## src/rtl/wb_vmon_pkg.sv

```systemverilog
// rtl/wb_vmon_pkg.sv - shared register map, status layout and FSM states for vmon mailbox responders
package wb_vmon_pkg;

    localparam logic [1:0] REG_DATA   = 2'd0;
    localparam logic [1:0] REG_STATUS = 2'd1;
    localparam logic [1:0] REG_CTRL   = 2'd2;

    localparam int STATUS_NOT_EMPTY_BIT = 0;
    localparam int STATUS_FULL_BIT      = 1;
    localparam int STATUS_COUNT_LSB     = 2;

    localparam int CTRL_FLUSH_BIT = 0;

    typedef enum logic [1:0] {
        VMON_IDLE = 2'd0,
        VMON_WAIT = 2'd1,
        VMON_RESP = 2'd2
    } vmon_state_e;

endpackage

```

## src/rtl/wb_vmon_fifo.sv

```systemverilog
// rtl/wb_vmon_fifo.sv - synchronous word FIFO with push/pop/flush and occupancy count
module wb_vmon_fifo #(
    parameter int  WIDTH = 32,
    parameter int  DEPTH = 16,
    localparam int AW    = $clog2(DEPTH),
    localparam int CW    = AW + 1
) (
    input  logic             clk_i,
    input  logic             rst_n_i,
    input  logic             push_i,
    input  logic [WIDTH-1:0] wdata_i,
    input  logic             pop_i,
    input  logic             flush_i,
    output logic [WIDTH-1:0] rdata_o,
    output logic             full_o,
    output logic             empty_o,
    output logic [CW-1:0]    count_o
);

    logic [WIDTH-1:0] mem_q [DEPTH];
    logic [AW-1:0]    wptr_q, wptr_d;
    logic [AW-1:0]    rptr_q, rptr_d;
    logic [CW-1:0]    count_q, count_d;
    logic             do_push;
    logic             do_pop;

    assign full_o  = (count_q == CW'(DEPTH));
    assign empty_o = (count_q == '0);

    // Flush wins over any same-cycle push or pop.
    assign do_push = push_i & ~full_o & ~flush_i;
    assign do_pop  = pop_i & ~empty_o & ~flush_i;

    always_comb begin
        wptr_d  = wptr_q;
        rptr_d  = rptr_q;
        count_d = count_q;
        if (flush_i) begin
            wptr_d  = '0;
            rptr_d  = '0;
            count_d = '0;
        end else begin
            if (do_push) begin
                wptr_d = wptr_q + 1'b1;
            end
            if (do_pop) begin
                rptr_d = rptr_q + 1'b1;
            end
            case ({do_push, do_pop})
                2'b10:   count_d = count_q + 1'b1;
                2'b01:   count_d = count_q - 1'b1;
                default: count_d = count_q;
            endcase
        end
    end

    always_ff @(posedge clk_i or negedge rst_n_i) begin
        if (!rst_n_i) begin
            wptr_q  <= '0;
            rptr_q  <= '0;
            count_q <= '0;
        end else begin
            wptr_q  <= wptr_d;
            rptr_q  <= rptr_d;
            count_q <= count_d;
        end
    end

    always_ff @(posedge clk_i) begin
        if (do_push) begin
            mem_q[wptr_q] <= wdata_i;
        end
    end

    assign rdata_o = mem_q[rptr_q];
    assign count_o = count_q;

endmodule

```

## src/rtl/wb_vmon_responder.sv

```systemverilog
// rtl/wb_vmon_responder.sv - Wishbone classic slave draining the host-to-target vmon mailbox FIFO
module wb_vmon_responder
    import wb_vmon_pkg::*;
#(
    parameter int                       WB_ADDR_WIDTH = 32,
    parameter int                       WB_DATA_WIDTH = 32,
    parameter logic [WB_ADDR_WIDTH-1:0] ADDRESS       = 32'h6000_1010,
    parameter int                       FIFO_DEPTH    = 16,
    parameter int                       TIMEOUT       = 1024
) (
    input  logic                         clk_i,
    input  logic                         rst_n_i,
    input  logic [WB_ADDR_WIDTH-1:0]     ADR,
    input  logic [WB_DATA_WIDTH-1:0]     DAT_W,
    output logic [WB_DATA_WIDTH-1:0]     DAT_R,
    input  logic                         CYC,
    input  logic                         STB,
    input  logic                         WE,
    input  logic [WB_DATA_WIDTH/8-1:0]   SEL,
    output logic                         ACK,
    output logic                         ERR,
    input  logic [WB_DATA_WIDTH-1:0]     h2t_data,
    input  logic                         h2t_valid,
    output logic                         h2t_ready,
    output logic [$clog2(FIFO_DEPTH):0]  count
);

    localparam int CW = $clog2(FIFO_DEPTH) + 1;
    localparam int TW = (TIMEOUT > 1) ? $clog2(TIMEOUT) : 1;
    localparam logic [TW-1:0] TIMER_LAST = TW'((TIMEOUT > 0) ? TIMEOUT - 1 : 0);

    vmon_state_e              state_q, state_d;
    logic [TW-1:0]            timer_q, timer_d;
    logic                     ack_q, ack_d;
    logic                     err_q, err_d;
    logic [WB_DATA_WIDTH-1:0] dat_r_q, dat_r_d;

    logic                     hit;
    logic [1:0]               reg_off;
    logic                     fifo_pop;
    logic                     fifo_flush;
    logic                     fifo_full;
    logic                     fifo_empty;
    logic [WB_DATA_WIDTH-1:0] fifo_rdata;
    logic [CW-1:0]            fifo_count;
    logic [WB_DATA_WIDTH-1:0] status_w;
    logic                     unused_bits;

    assign hit     = CYC & STB & (ADR[WB_ADDR_WIDTH-1:4] == ADDRESS[WB_ADDR_WIDTH-1:4]);
    assign reg_off = ADR[3:2];

    assign unused_bits = ^{SEL, ADR[1:0], DAT_W[WB_DATA_WIDTH-1:1]};

    // Ready follows the registered full flag, so a same-cycle pop never frees a slot early.
    assign h2t_ready = ~fifo_full & ~fifo_flush;

    always_comb begin
        status_w                                 = '0;
        status_w[STATUS_NOT_EMPTY_BIT]           = ~fifo_empty;
        status_w[STATUS_FULL_BIT]                = fifo_full;
        status_w[STATUS_COUNT_LSB +: CW]         = fifo_count;
    end

    always_comb begin
        state_d    = state_q;
        timer_d    = timer_q;
        ack_d      = 1'b0;
        err_d      = 1'b0;
        dat_r_d    = dat_r_q;
        fifo_pop   = 1'b0;
        fifo_flush = 1'b0;

        unique case (state_q)
            VMON_IDLE: begin
                if (hit) begin
                    state_d = VMON_RESP;
                    case (reg_off)
                        REG_DATA: begin
                            if (WE) begin
                                err_d   = 1'b1;
                                dat_r_d = '0;
                            end else if (!fifo_empty) begin
                                fifo_pop = 1'b1;
                                dat_r_d  = fifo_rdata;
                                ack_d    = 1'b1;
                            end else if (TIMEOUT > 0) begin
                                state_d = VMON_WAIT;
                                timer_d = '0;
                            end else begin
                                err_d   = 1'b1;
                                dat_r_d = '0;
                            end
                        end
                        REG_STATUS: begin
                            ack_d = 1'b1;
                            if (!WE) begin
                                dat_r_d = status_w;
                            end
                        end
                        REG_CTRL: begin
                            ack_d = 1'b1;
                            if (WE) begin
                                fifo_flush = DAT_W[CTRL_FLUSH_BIT];
                            end else begin
                                dat_r_d = '0;
                            end
                        end
                        default: begin
                            ack_d = 1'b1;
                            if (!WE) begin
                                dat_r_d = '0;
                            end
                        end
                    endcase
                end
            end

            // Blocking DATA read: a master abort takes priority over late data.
            VMON_WAIT: begin
                if (!CYC) begin
                    state_d = VMON_IDLE;
                end else if (!fifo_empty) begin
                    fifo_pop = 1'b1;
                    dat_r_d  = fifo_rdata;
                    ack_d    = 1'b1;
                    state_d  = VMON_RESP;
                end else if (timer_q == TIMER_LAST) begin
                    err_d   = 1'b1;
                    dat_r_d = '0;
                    state_d = VMON_RESP;
                end else begin
                    timer_d = timer_q + 1'b1;
                end
            end

            VMON_RESP: begin
                state_d = VMON_IDLE;
            end

            default: begin
                state_d = VMON_IDLE;
            end
        endcase
    end

    always_ff @(posedge clk_i or negedge rst_n_i) begin
        if (!rst_n_i) begin
            state_q <= VMON_IDLE;
            timer_q <= '0;
            ack_q   <= 1'b0;
            err_q   <= 1'b0;
            dat_r_q <= '0;
        end else begin
            state_q <= state_d;
            timer_q <= timer_d;
            ack_q   <= ack_d;
            err_q   <= err_d;
            dat_r_q <= dat_r_d;
        end
    end

    wb_vmon_fifo #(
        .WIDTH (WB_DATA_WIDTH),
        .DEPTH (FIFO_DEPTH)
    ) u_fifo (
        .clk_i   (clk_i),
        .rst_n_i (rst_n_i),
        .push_i  (h2t_valid & h2t_ready),
        .wdata_i (h2t_data),
        .pop_i   (fifo_pop),
        .flush_i (fifo_flush),
        .rdata_o (fifo_rdata),
        .full_o  (fifo_full),
        .empty_o (fifo_empty),
        .count_o (fifo_count)
    );

    assign DAT_R = dat_r_q;
    assign ACK   = ack_q;
    assign ERR   = err_q;
    assign count = fifo_count;

endmodule

```

## config.mk

```make
export PLATFORM = sky130hd
export DESIGN_NAME = wb_vmon_responder
export DESIGN_NICKNAME = d
export VERILOG_FILES = /design/src/rtl/wb_vmon_pkg.sv /design/src/rtl/wb_vmon_fifo.sv /design/src/rtl/wb_vmon_responder.sv
export SDC_FILE = /design/constraint.sdc
export NUM_CORES = 1
export LEC_CHECK = 0
export BUFFER_PORTS_ARGS = -buffer_cell sky130_fd_sc_hd__buf_4
export CORE_AREA = 3 3 258 260
export DETAILED_ROUTE_END_ITERATION = 16
export DIE_AREA = 0 0 261 263
export PLACE_DENSITY = 0.49
export SLEW_MARGIN = 5
export SYNTH_ARGS = -nofsm -noshare
export SYNTH_HDL_FRONTEND = slang
export SYNTH_SLANG_ARGS = --single-unit
```

## constraint.sdc

```tcl
create_clock -name clk_i -period 5.6 [get_ports clk_i]
set_input_delay 0.28 -clock clk_i [delete_from_list [all_inputs] [get_ports clk_i]]
set_output_delay 0.28 -clock clk_i [all_outputs]
set_load 0.01 [all_outputs]
```

Word-level counts from Yosys, hierarchy flattened. Memories as Yosys holds them, arrays and structs flattened. Cells that the tools add are included.

Bits in registers: 59. RAM bits: 512. Bits of input ports: 106. Output and inout bits: 40. Memories: 1.

Memories: u_fifo.mem_q (depth 16, width 32, read ports 1, clocked after memory_dff 0, wr ports 1, line wb_vmon_fifo.sv:20) `logic [WIDTH-1:0] mem_q [DEPTH];`.

$add $sub $neg: 5. Equal/unequal tests: 20. Muxes and demuxes: 54. Bitwise logic cells: 11. Reductions and logical operators: 10.

Operators by type and width (count): 32-bit 2-to-1 mux (8); 32-bit one-hot mux with 2 select lines (2); 10-bit 2-to-1 mux (7); 28-bit by 27-bit equality test with 1-bit output, second input constant (1); 10-bit one-hot mux with 2 select lines (1); 1-bit 2-to-1 mux (19); 4-bit 2-to-1 mux (4); 2-bit 2-to-1 mux (7); 2-bit inequality test, second input constant (6); 10-bit by 1-bit adder with 10-bit output, second input constant (1); 10-bit equality test, second input constant (1); 5-bit one-hot mux with 2 select lines (1); 4-bit by 1-bit adder with 4-bit output, second input constant (2); 1-bit bitwise AND (8); 4-bit inequality test, second input constant (2); 8-bit AND reduction (1); 7-bit AND reduction (1); 2-bit by 1-bit equality test with 1-bit output, second input constant (3); 3-bit inequality test, second input constant (2); 1-bit one-hot mux with 2 select lines (3); 2-bit nonzero test (3); 5-bit by 1-bit adder with 5-bit output, second input constant (1); 5-bit equality test, second input constant (1); 5-bit zero test (1); 10 further kinds (14).

Depth between registers and ports, before layout. Gate-level depths: netlist of run 1.

Depth after elaboration: 12. Mapped depth: 12. Depth with buffers taken out: 12.

Modules after synthesis. Synthesis of run 1 repeated with hierarchy kept, for this count alone.

Cell total of the unflattened synthesis: 1281. Area total of the unflattened synthesis: 22866.9 um2.

By module, submodules not included: wb_vmon_fifo (times used 1, cells each 1045, area an instance 20483.4 um2, seq. area each 15700.1 um2); wb_vmon_responder (times used 1, cells each 236, area an instance 2383.5 um2, seq. area each 1151.1 um2).

Worst setup path after synthesis of run 1. OpenSTA, ideal clock, no wires.

Path kind: in2reg. Start: in ADR[8]. End: mem u_fifo.mem_q[12][0] (enable). Data arrival time: 2762 ps. Data required time: 5179 ps. Setup slack: 2416 ps. Stages: 7. Buffers on the path: 1. Cells stage by stage: and4bb_1 -> and4_1 -> nand3_1 -> or2_1 -> clkbuf_1 -> nand4_1 -> nor2_1.

Word-level cells in the longest chain between the ends: 11.

RTL lines: start: declaration (line wb_vmon_responder.sv:13) `input logic [WB_ADDR_WIDTH-1:0] ADR,`; 28-bit by 27-bit equality test with 1-bit output (*) (line wb_vmon_responder.sv:49) `assign hit = CYC & STB & (ADR[WB_ADDR_WIDTH-1:4] == ADDRESS[WB_ADDR_WIDTH-1:4]);`; 1-bit bitwise AND (*) (line wb_vmon_responder.sv:49); 1-bit 2-to-1 mux (*) (line wb_vmon_responder.sv:75) `if (hit) begin`; 1-bit 2-to-1 mux (*) (line wb_vmon_responder.sv:73) `unique case (state_q)`; 1-bit inverter (*) (line wb_vmon_fifo.sv:31, wb_vmon_responder.sv:55); 1-bit bitwise AND (line wb_vmon_responder.sv:55) `assign h2t_ready = ~fifo_full & ~fifo_flush;`; 1-bit bitwise AND (line wb_vmon_responder.sv:168) `.push_i (h2t_valid & h2t_ready),`; 1-bit bitwise AND (line wb_vmon_fifo.sv:31) `assign do_push = push_i & ~full_o & ~flush_i;`; 1-bit bitwise AND (*) (line wb_vmon_fifo.sv:31); 1-bit 2-to-1 mux (*) (line wb_vmon_fifo.sv:70) `if (do_push) begin`; 1-bit 2-to-1 mux (not written as such) (*) (line wb_vmon_fifo.sv:71) `mem_q[wptr_q] <= wdata_i;`; end: declaration (line wb_vmon_fifo.sv:20).

Mark *: on every way between the ends. The rest lies on a longest branch, timed or not.

Final worst setup path of run 1.
Start: reg u_fifo.count_q[0] (netlist: u_fifo.count_o[0]). End: mem u_fifo.mem_q[7][3] (enable).

Word-level cells in the longest chain between the ends: 8.

RTL lines: start: declaration (line wb_vmon_fifo.sv:23) `logic [CW-1:0] count_q, count_d;`; start signal: assignment (line wb_vmon_fifo.sv:65) `count_q <= count_d;`; 5-bit equality test (*) (line wb_vmon_fifo.sv:27) `assign full_o = (count_q == CW'(DEPTH));`; 1-bit inverter (*) (line wb_vmon_fifo.sv:31, wb_vmon_responder.sv:55); 1-bit bitwise AND (line wb_vmon_responder.sv:55); 1-bit bitwise AND (line wb_vmon_responder.sv:168); 1-bit bitwise AND (*) (2 in a row) (line wb_vmon_fifo.sv:31); 1-bit 2-to-1 mux (*) (line wb_vmon_fifo.sv:70); 1-bit 2-to-1 mux (not written as such) (*) (line wb_vmon_fifo.sv:71).

Marks and branches as above.

==> summary.md, run 1 <==
| Metric | Value |
|---|---|
| Maximum resistive drop on vdd | `0.252 mV` |
| TritonCTS clock tree | `built` |
| Share of the synthesized area in the top cell type | `0.685` |
| Max-Slew Margin vs Limit | `0.256` |
| Proportion of total power due to net switching | `0.214` |
| Data arrival time of the critical path | `3.57 ns` |
| Combined global-route utilization of all metal layers | `0.158` |
| Syn nets | `1161` |
| Final setup viols | `0` |
| Share of cells above drive strength 1 | `0.314` |
| Worst Hold Endpoint | `u_fifo.count_o[1]$_DFFE_PN0P_` |
| Avg WL per Cell | `approximately 25 um` |
| Required time of the critical path | `5.89 ns` |
| Max-cap violations | `0` |
| FF-to-FF setup slack | `2.32 ns` |
| Core area | `0.0643 mm2` |
| Power density cells | `341 mW/mm2` |
| Part of the Yosys area used for sequential elements | `0.751` |
| First-pass iteration count of the detailed router | `4` |
| Worst min-delay path class | `in -> reg` |
| Top cell type by total area after synthesis | `edfxtp_1` |
| LEAKAGE | `approximately 8.7 nW` |
| Worst reg2reg path endpoint | `u_fifo.mem_q[7][3]$_DFFE_PP_` |
| Number of global-route vias before repair | `around 12000` |
| Die Area | `0.0686 mm2` |
| Net count of the finished layout | `1348` |
| Synthesis-stage register bit count | `571` |
| Combinational power share | `0.044` |
| Net load switching power | `around 2 mW` |
| Fin Clk Skew | `0.0265 ns` |
| Routed Wire Length | `~54000 um` |
| Primary flip-flop cell chosen by synthesis mapping | `edfxtp_1` |
| Final hold violations | `0` |
| Power Internal | `a little over 7 mW` |
| Mapped Cells | `1045` |
| Hold Path Origin | `h2t_valid` |
| Worst setup path category | `reg -> reg` |
| CTS root buffer | `clkbuf_16` |
| Met1 usage in global routing | `0.227` |
| Number of enable flip-flop cells after synthesis | `512` |
| WHS Path Cells | `3` |
| First-pass GRT wire length | `79400 um` |
| Synth-to-Final Area Change | `19.0%` |
| Setup slack after placement | `2.11 ns` |
| Asr flop ratio synth | `0.103` |
| Slew @ Worst Pin | `1.12 ns` |
| Clk buf depth | `3` |
| Top-level port count | `between 100 and 150` |
| Launch point of the worst reg-to-reg path | `u_fifo.count_o[0]$_DFFE_PN0P_` |
| Starting density of the core | `0.349` |
| Total Neg Setup Slack | `0 ns` |
| Number of buffers inserted by port buffering | `108` |
| Nature of the critical path endpoint | `flip-flop` |
| HPWL Detailed | `28900 um` |
| Sum of overflow across all layers after global routing | `0` |
| Met2 usage in global routing | `0.253` |
| Final WS setup | `between 2 and 2.5 ns` |
| GRT busiest layer | `met2` |
| DRC violation count after routing | `0` |
| Run status | `finished clean` |
| Number of antenna violations at the first check in global routing | `2` |
| Top cell types by occurrence after synthesis | `512 x edfxtp_1, 153 x mux4_2, 59 x dfrtp_1` |
| H-tree levels | `2` |
| Final ANT Viol Nets | `0` |
| FP Rows | `93` |
| Drt first-iter violations | `924` |
| Overall die width | `about 260 um` |
| Max Fclk | `305 MHz` |
| Worst Hold Margin | `~0.063 ns` |
| Worst reg2reg path depth | `5` |
| Placer's final routability congestion estimate | `0.809` |
| Largest cells by area after synthesis | `edfxtp_1 69%, mux4_2 15%, dfrtp_1 6.6%` |
| DR vias | `~11000` |
| Die H | `263 um` |
| Critical Path Start Type | `flip-flop` |
| Most common cell in the netlist | `edfxtp_1` |
| Largest net degree at the start of global routing | `59` |
| Max-slew violation count | `0` |
| Post-detailed-route via-to-cell ratio | `5.12` |
| Post-Synthesis Cell Area | `0.0224 mm2` |
| Period utilization | `0.586` |
| Part of the total power dissipated in the clock network | `0.429` |
| Clock network latency to the later pin of the worst-skew pair | `0.63 ns` |
| Setup repair after global routing missed its margin | `no` |
| Clk pin slew, worst setup/hold paths | `0.06 ns` |
| Fillers | `around 5700` |
| Number of buffers added for setup after CTS | `0` |
| Clk sinks | `571` |
| CTS Buf Count | `61` |
| Post-route minimum period | `3.28 ns` |
| Crit path max fanout | `21` |
| Synth cell types | `57` |
| Met3 track utilization from global routing | `0.0259` |
| Flop pwr share | `0.527` |
| Average cell area after synthesis | `between 20 and 25 um2` |
| Count of synthesis-stage warnings from yosys | `0` |
power groups by stage:
stage	registers, mW	clock network [mW]	logic [mW]
5_1_grt	4.80	4.18	0.444
6_report	4.80	3.90	0.405
3_3_place_gp	4.88	0	0.380
4_1_cts	4.80	4.00	0.414
2_1_floorplan	4.87	0	0.170
3_5_place_dp	4.89	0	0.389
through the flow:
stage / utilization / area (um2) / total power [mW] / cells
after global placement: 0.379 / 24400 / 5.26 / 1988
after detailed placement: 0.379 / 24400 / 5.27 / 1988
final: 0.415 / 26700 / 9.10 / 2142
after CTS: 0.415 / 26700 / 9.21 / 2140
after floorplan: - / 22400 / 5.04 / 1045
after global routing: 0.415 / 26700 / 9.43 / 2141
critical path, stage by stage, from the launching register on:
cell and delay (ns):
dfrtp_1 0.61, or4_1 0.22, o21ai_1 0.22, nor4b_1 0.59, and2_2 0.88, buf_4 0.42
sequential cells by signal, summed over array words and instances (netlist names):
name            flops
u_fifo.wptr_q       4
u_fifo.rptr_q       4
u_fifo.count_o      5
timer_q            10
ACK                 1
state_q             2
u_fifo.mem_q      512
DAT_R              32
ERR                 1
cells by family (layout without fill, tap and decap cells):
family,Yosys count,in the layout,share of synthesized area
DFF,571,571,0.751
and+or+nand+nor,114,114,0.0319
muxes,176,176,0.164
AOI/OAI and AO/OA,95,95,0.0294
other,0,2,0
xor gates and xnor gates,8,8,0.00312
buffers and inverters,71,311,0.0149
adders and majority gates,10,10,0.00591
worst max-delay path by stage:
stage	startpoint	to	slack [ns]	cells past startpoint
2_1_floorplan	ADR[8]	u_fifo.mem_q[12][0]$_DFFE_PP_	2.42	7
3_3_place_gp	ADR[21]	u_fifo.count_o[4]$_DFFE_PN0P_	2.11	12
3_5_place_dp	ADR[25]	u_fifo.count_o[4]$_DFFE_PN0P_	2.11	12
4_1_cts	u_fifo.count_o[0]$_DFFE_PN0P_	u_fifo.mem_q[7][3]$_DFFE_PP_	2.27	5
5_1_grt	state_q[0]$_DFFE_PN0P_	u_fifo.count_o[4]$_DFFE_PN0P_	1.98	11
6_report	u_fifo.count_o[0]$_DFFE_PN0P_	u_fifo.mem_q[7][3]$_DFFE_PP_	2.32	5
cell usage in the layout (no fill, tap or decap), drive strengths merged, types with 23 or more instances in the layout:
| cell | netlist | layout |
|---|---|---|
| nor2 | 23 | 23 |
| a22o | 26 | 26 |
| clkbuf | 13 | 98 |
| edfxtp | 512 | 512 |
| dlygate4sd3 | 0 | 36 |
| mux4 | 153 | 153 |
| mux2i | 23 | 23 |
| dfrtp | 59 | 59 |
| buf | 34 | 135 |
| inv | 24 | 25 |
routing by layer:
metal  vias to the layer above  share of wire
li1                       4774              -
met1                      5890           0.46
met2                       230           0.48
met3                        64          0.041
met4                         0          0.019
met5                         -              0
repair_timing:
item,in CTS,in global routing
hold buffers,36,0
gates resized for setup,0,0
setup endpoints to repair,0,0
hold endpoints to repair,528,0
final cells by class:
cell class	count	area, um2	share of cell area
sequential	571	16900	0.631
multi-input combinational	403	5320	0.199
clock buffer	98	1740	0.0650
timing repair buffer	171	1410	0.0529
tap	855	1070	0.0401
clock inverter	18	213	0.00797
inverter	24	90.1	0.00337
antenna	2	5.00	0.000187
No activity file was read; power rests on OpenSTA's default activity.
==> run 2, diff against run 1 <==
- ABC_AREA: unset -> 1
- CORE_AREA: 3 3 258 260 -> 3 3 262 264
- DIE_AREA: 0 0 261 263 -> 0 0 265 267
- PLACE_DENSITY: 0.49 -> 0.5
- clock period: 5.6 -> 2.8 ns (I/O delays scaled with it)
==> run 2 against run 1 <==
Against the previous run:
- count of clock-buffer cells in the layout shrank 25
- combinational power grew to 10 times the previous value
- flip-flop and latch count unchanged
- critical path depth rose by 4
- worst setup slack got worse by 2.1 ns
- synthesized area increased by 3.2%
- first-iteration DRC count is 36% higher
- design area is 3.9% higher
- critical path type unchanged
==> summary.md, run 2 <==
| Metric | Value |
|---|---|
| Clock network latency to the later pin of the worst-skew pair | `0.63 ns (about the same)` |
| Post-Synthesis Cell Area | `0.0232 mm2 (+3.2%)` |
| Combined global-route utilization of all metal layers | `0.181 (+0.0237)` |
| Setup slack after placement | `0.192 ns (-1.92 ns)` |
| Share of cells above drive strength 1 | `0.159 (-0.155)` |
| Required time of the critical path | `3.12 ns (-2.77 ns)` |
| Mapped Cells | `1809 (+73%)` |
| Synth-to-Final Area Change | `19.8%` |
| Leading cell type in the layout, fill and taps excluded | `edfxtp_1` |
| Post-detailed-route via-to-cell ratio | `5.13 (+0.31%)` |
| TritonCTS clock tree | `built` |
| Nature of the critical path endpoint | `flip-flop` |
| Die H | `267 um (+1.5%)` |
| Worst setup path category | `reg -> reg` |
| Max-cap violations | `0 (unchanged)` |
| Largest cells by area after synthesis | `edfxtp_1 66%, nand2_1 6.7%, dfrtp_1 6.4%` |
| Die Area | `0.0708 mm2 (+3.1%)` |
| Number of global-route vias before repair | `14927 (+27%)` |
| Top cell types by occurrence after synthesis | `512 x edfxtp_1, 413 x nand2_1, 125 x o221ai_1` |
| Final hold violations | `0 (unchanged)` |
| FP Rows | `95 (+2.2%)` |
| Post-route total power | `22.0 mW (+140%)` |
| Final ANT Viol Nets | `0 (unchanged)` |
| Post-Place Cell Area | `0.0255 mm2 (+4.6%)` |
| Primary flip-flop cell chosen by synthesis mapping | `edfxtp_1` |
| Number of buffers inserted by port buffering | `108 (unchanged)` |
| Top-level port count | `146 (unchanged)` |
| Data arrival time of the critical path | `2.91 ns (-0.66 ns)` |
| Core area | `0.0668 mm2 (+3.8%)` |
| Post-route minimum period | `2.59 ns (-0.697 ns)` |
| Average cell area after synthesis | `12.8 um2 (-40%)` |
| Number of antenna violations at the first check in global routing | `1 (-1)` |
| Worst min-delay path class | `in -> reg` |
| Period utilization | `0.923 (+0.337)` |
| Commonest cells after routing, fill and taps aside | `512 x edfxtp_1, 410 x nand2_1, 159 x buf_4` |
| Clk buf depth | `3 (unchanged)` |
| Share of the synthesized area in the top cell type | `0.664 (-0.0210)` |
| Overall die width | `265 um (+1.5%)` |
| Max Fclk | `387 MHz (+27%)` |
| Finished Layout Cells | `2905 (+36%)` |
| Largest net degree at the start of global routing | `66 (+12%)` |
| Net count of the finished layout | `2097 (+56%)` |
| Placer's final routability congestion estimate | `0.781 (-3.5%)` |
| Drt first-iter violations | `1255 (+36%)` |
| Post-placement cell count | `2755 (+39%)` |
| CTS Buf Count | `58 (-4.9%)` |
| Series of cell instances along the critical path | `inv_1 -> nand3_1 -> nor2_1 -> inv_1 -> nand3_2 -> nor2_1 -> nand2_1 -> nor2_4 -> buf_4` |
| Max-Slew Margin vs Limit | `0.301 (+0.0459)` |
| Final setup viols | `0 (unchanged)` |
| Maximum cell stage delay along the critical path | `0.80 ns (-0.08 ns)` |
| Synth cell types | `44 (-23%)` |
| Part of the Yosys area used for sequential elements | `0.728 (-0.0230)` |
| Fillers | `6224 (+9.4%)` |
| Starting density of the core | `0.347 (-0.00217)` |
| Slowest library cell on the worst path | `nor2_4` |
| Number of enable flip-flop cells after synthesis | `512 (unchanged)` |
| DR vias | `14907 (+36%)` |
| First-pass iteration count of the detailed router | `5 (+1)` |
| Synthesis-stage register bit count | `571 (unchanged)` |
| Max-slew violation count | `0 (unchanged)` |
| CTS root buffer | `clkbuf_16` |
| Most flops, register | `u_fifo.mem_q` |
| Asr flop ratio synth | `0.103 (unchanged)` |
| Run status | `finished clean` |
| Post-layout instance area | `0.0277 mm2 (+3.9%)` |
| Crit path max fanout | `22 (+4.8%)` |
| Sum of overflow across all layers after global routing | `0 (unchanged)` |
| Count of synthesis-stage warnings from yosys | `0 (unchanged)` |
| Top cell type by total area after synthesis | `edfxtp_1` |
| Clk sinks | `571 (unchanged)` |
| Power density cells | `794 mW/mm2 (+130%)` |
| Clk pin slew, worst setup/hold paths | `0.06 ns (about the same)` |
| HPWL Detailed | `35100 um (+21%)` |
| Final WS setup | `0.214 ns (-2.10 ns)` |
| Routed Wire Length | `64700 um (+20%)` |
| LEAKAGE | `10.1 nW (+16%)` |
| Critical Path Start Type | `flip-flop` |
| Setup repair after global routing missed its margin | `no` |
| Largest register FFs | `512 (unchanged)` |
| First-pass GRT wire length | `96300 um (+21%)` |
| Syn nets | `1925 (+66%)` |
| Total Neg Setup Slack | `0 ns (unchanged)` |
| Avg WL per Cell | `22.3 um (-11%)` |
| Most common cell in the netlist | `edfxtp_1` |
| H-tree levels | `2 (unchanged)` |
| Maximum resistive drop on vdd | `0.498 mV (+98%)` |
| DRC violation count after routing | `0 (unchanged)` |
| Slew @ Worst Pin | `1.05 ns (-0.0714 ns)` |
| Fin Clk Skew | `0.0199 ns (-0.00662 ns)` |
## run 2: metal layers
layer  GRT usage  up-vias  part of all wire
met5           0        -                 0
met4      0.0471        0             0.021
met3      0.0265       79             0.055
li1            -     6967                 -
met1       0.254     7476              0.46
met2       0.299      385              0.47
## run 2: kinds of logic after synthesis
kind of cell,Yosys count,synth area share
AO/OA/AOI/OAI,364,0.107
AND/OR/NAND/NOR,656,0.120
adder cells (fa/ha/maj),10,0.00573
flip-flops,571,0.728
XOR/XNOR,10,0.00378
buffers and inverters,198,0.0357
## run 2: timing repair
item | CTS | global route
hold buffers | 39 | 0
setup buffers | 0 | 0
gates resized for setup | 0 | 0
endpoints found under the hold margin | 579 | 0
## run 2: metrics by stage
stage	hold WS [ns]	utilization
final	0.0528	0.415
after global routing	0.100	0.415
after CTS	0.0239	0.415
after detailed placement	0.310	0.382
after global placement	0.295	0.382
after floorplan	-0.156	-
## run 2: area by class of cell
type / instances / area [um2] / area share
repair buffers: 216 / 1940 / 0.0701
well taps: 873 / 1090 / 0.0394
diodes: 1 / 2.50 / 0.0000902
inverters: 94 / 358 / 0.0129
flip-flops and latches: 571 / 16900 / 0.608
clock inverters: 37 / 283 / 0.0102
clock buffers: 73 / 1560 / 0.0562
multi-input cells: 1040 / 5650 / 0.204
## run 2: critical path, delay by kind of cell (launching register included)
kind / cells / cell delay (ns)
buf+inv: 3 / 0.51
flops: 1 / 0.35
simple gates: 6 / 1.41
## run 2: final timing paths
kind | startpoint | to | cells past startpoint | slack, ns
setup / recovery | u_fifo.count_o[1]$_DFFE_PN0P_ | u_fifo.mem_q[7][0]$_DFFE_PP_ | 9 | 0.21
hold / removal | STB | u_fifo.count_o[4]$_DFFE_PN0P_ | 6 | 0.05
setup reg to reg | u_fifo.count_o[1]$_DFFE_PN0P_ | u_fifo.mem_q[7][0]$_DFFE_PP_ | 9 | 0.21
hold reg to reg | DAT_R[17]$_DFFE_PN0P_ | DAT_R[17]$_DFFE_PN0P_ | 2 | 0.48
max in group asynchronous | rst_n_i | u_fifo.rptr_q[0]$_DFFE_PN0P_ | 2 | 1.98
min in group asynchronous | rst_n_i | DAT_R[12]$_DFFE_PN0P_ | 2 | 0.16
## run 2: power by group
part           leakage (nW)  internal (mW)  switching, mW  total, mW
Clock                 0.914           4.30           3.25       7.54
Sequential             5.40           10.1          0.257       10.4
Combinational          3.78           1.30           2.80       4.10
Total                  10.1           15.7           6.30       22.0
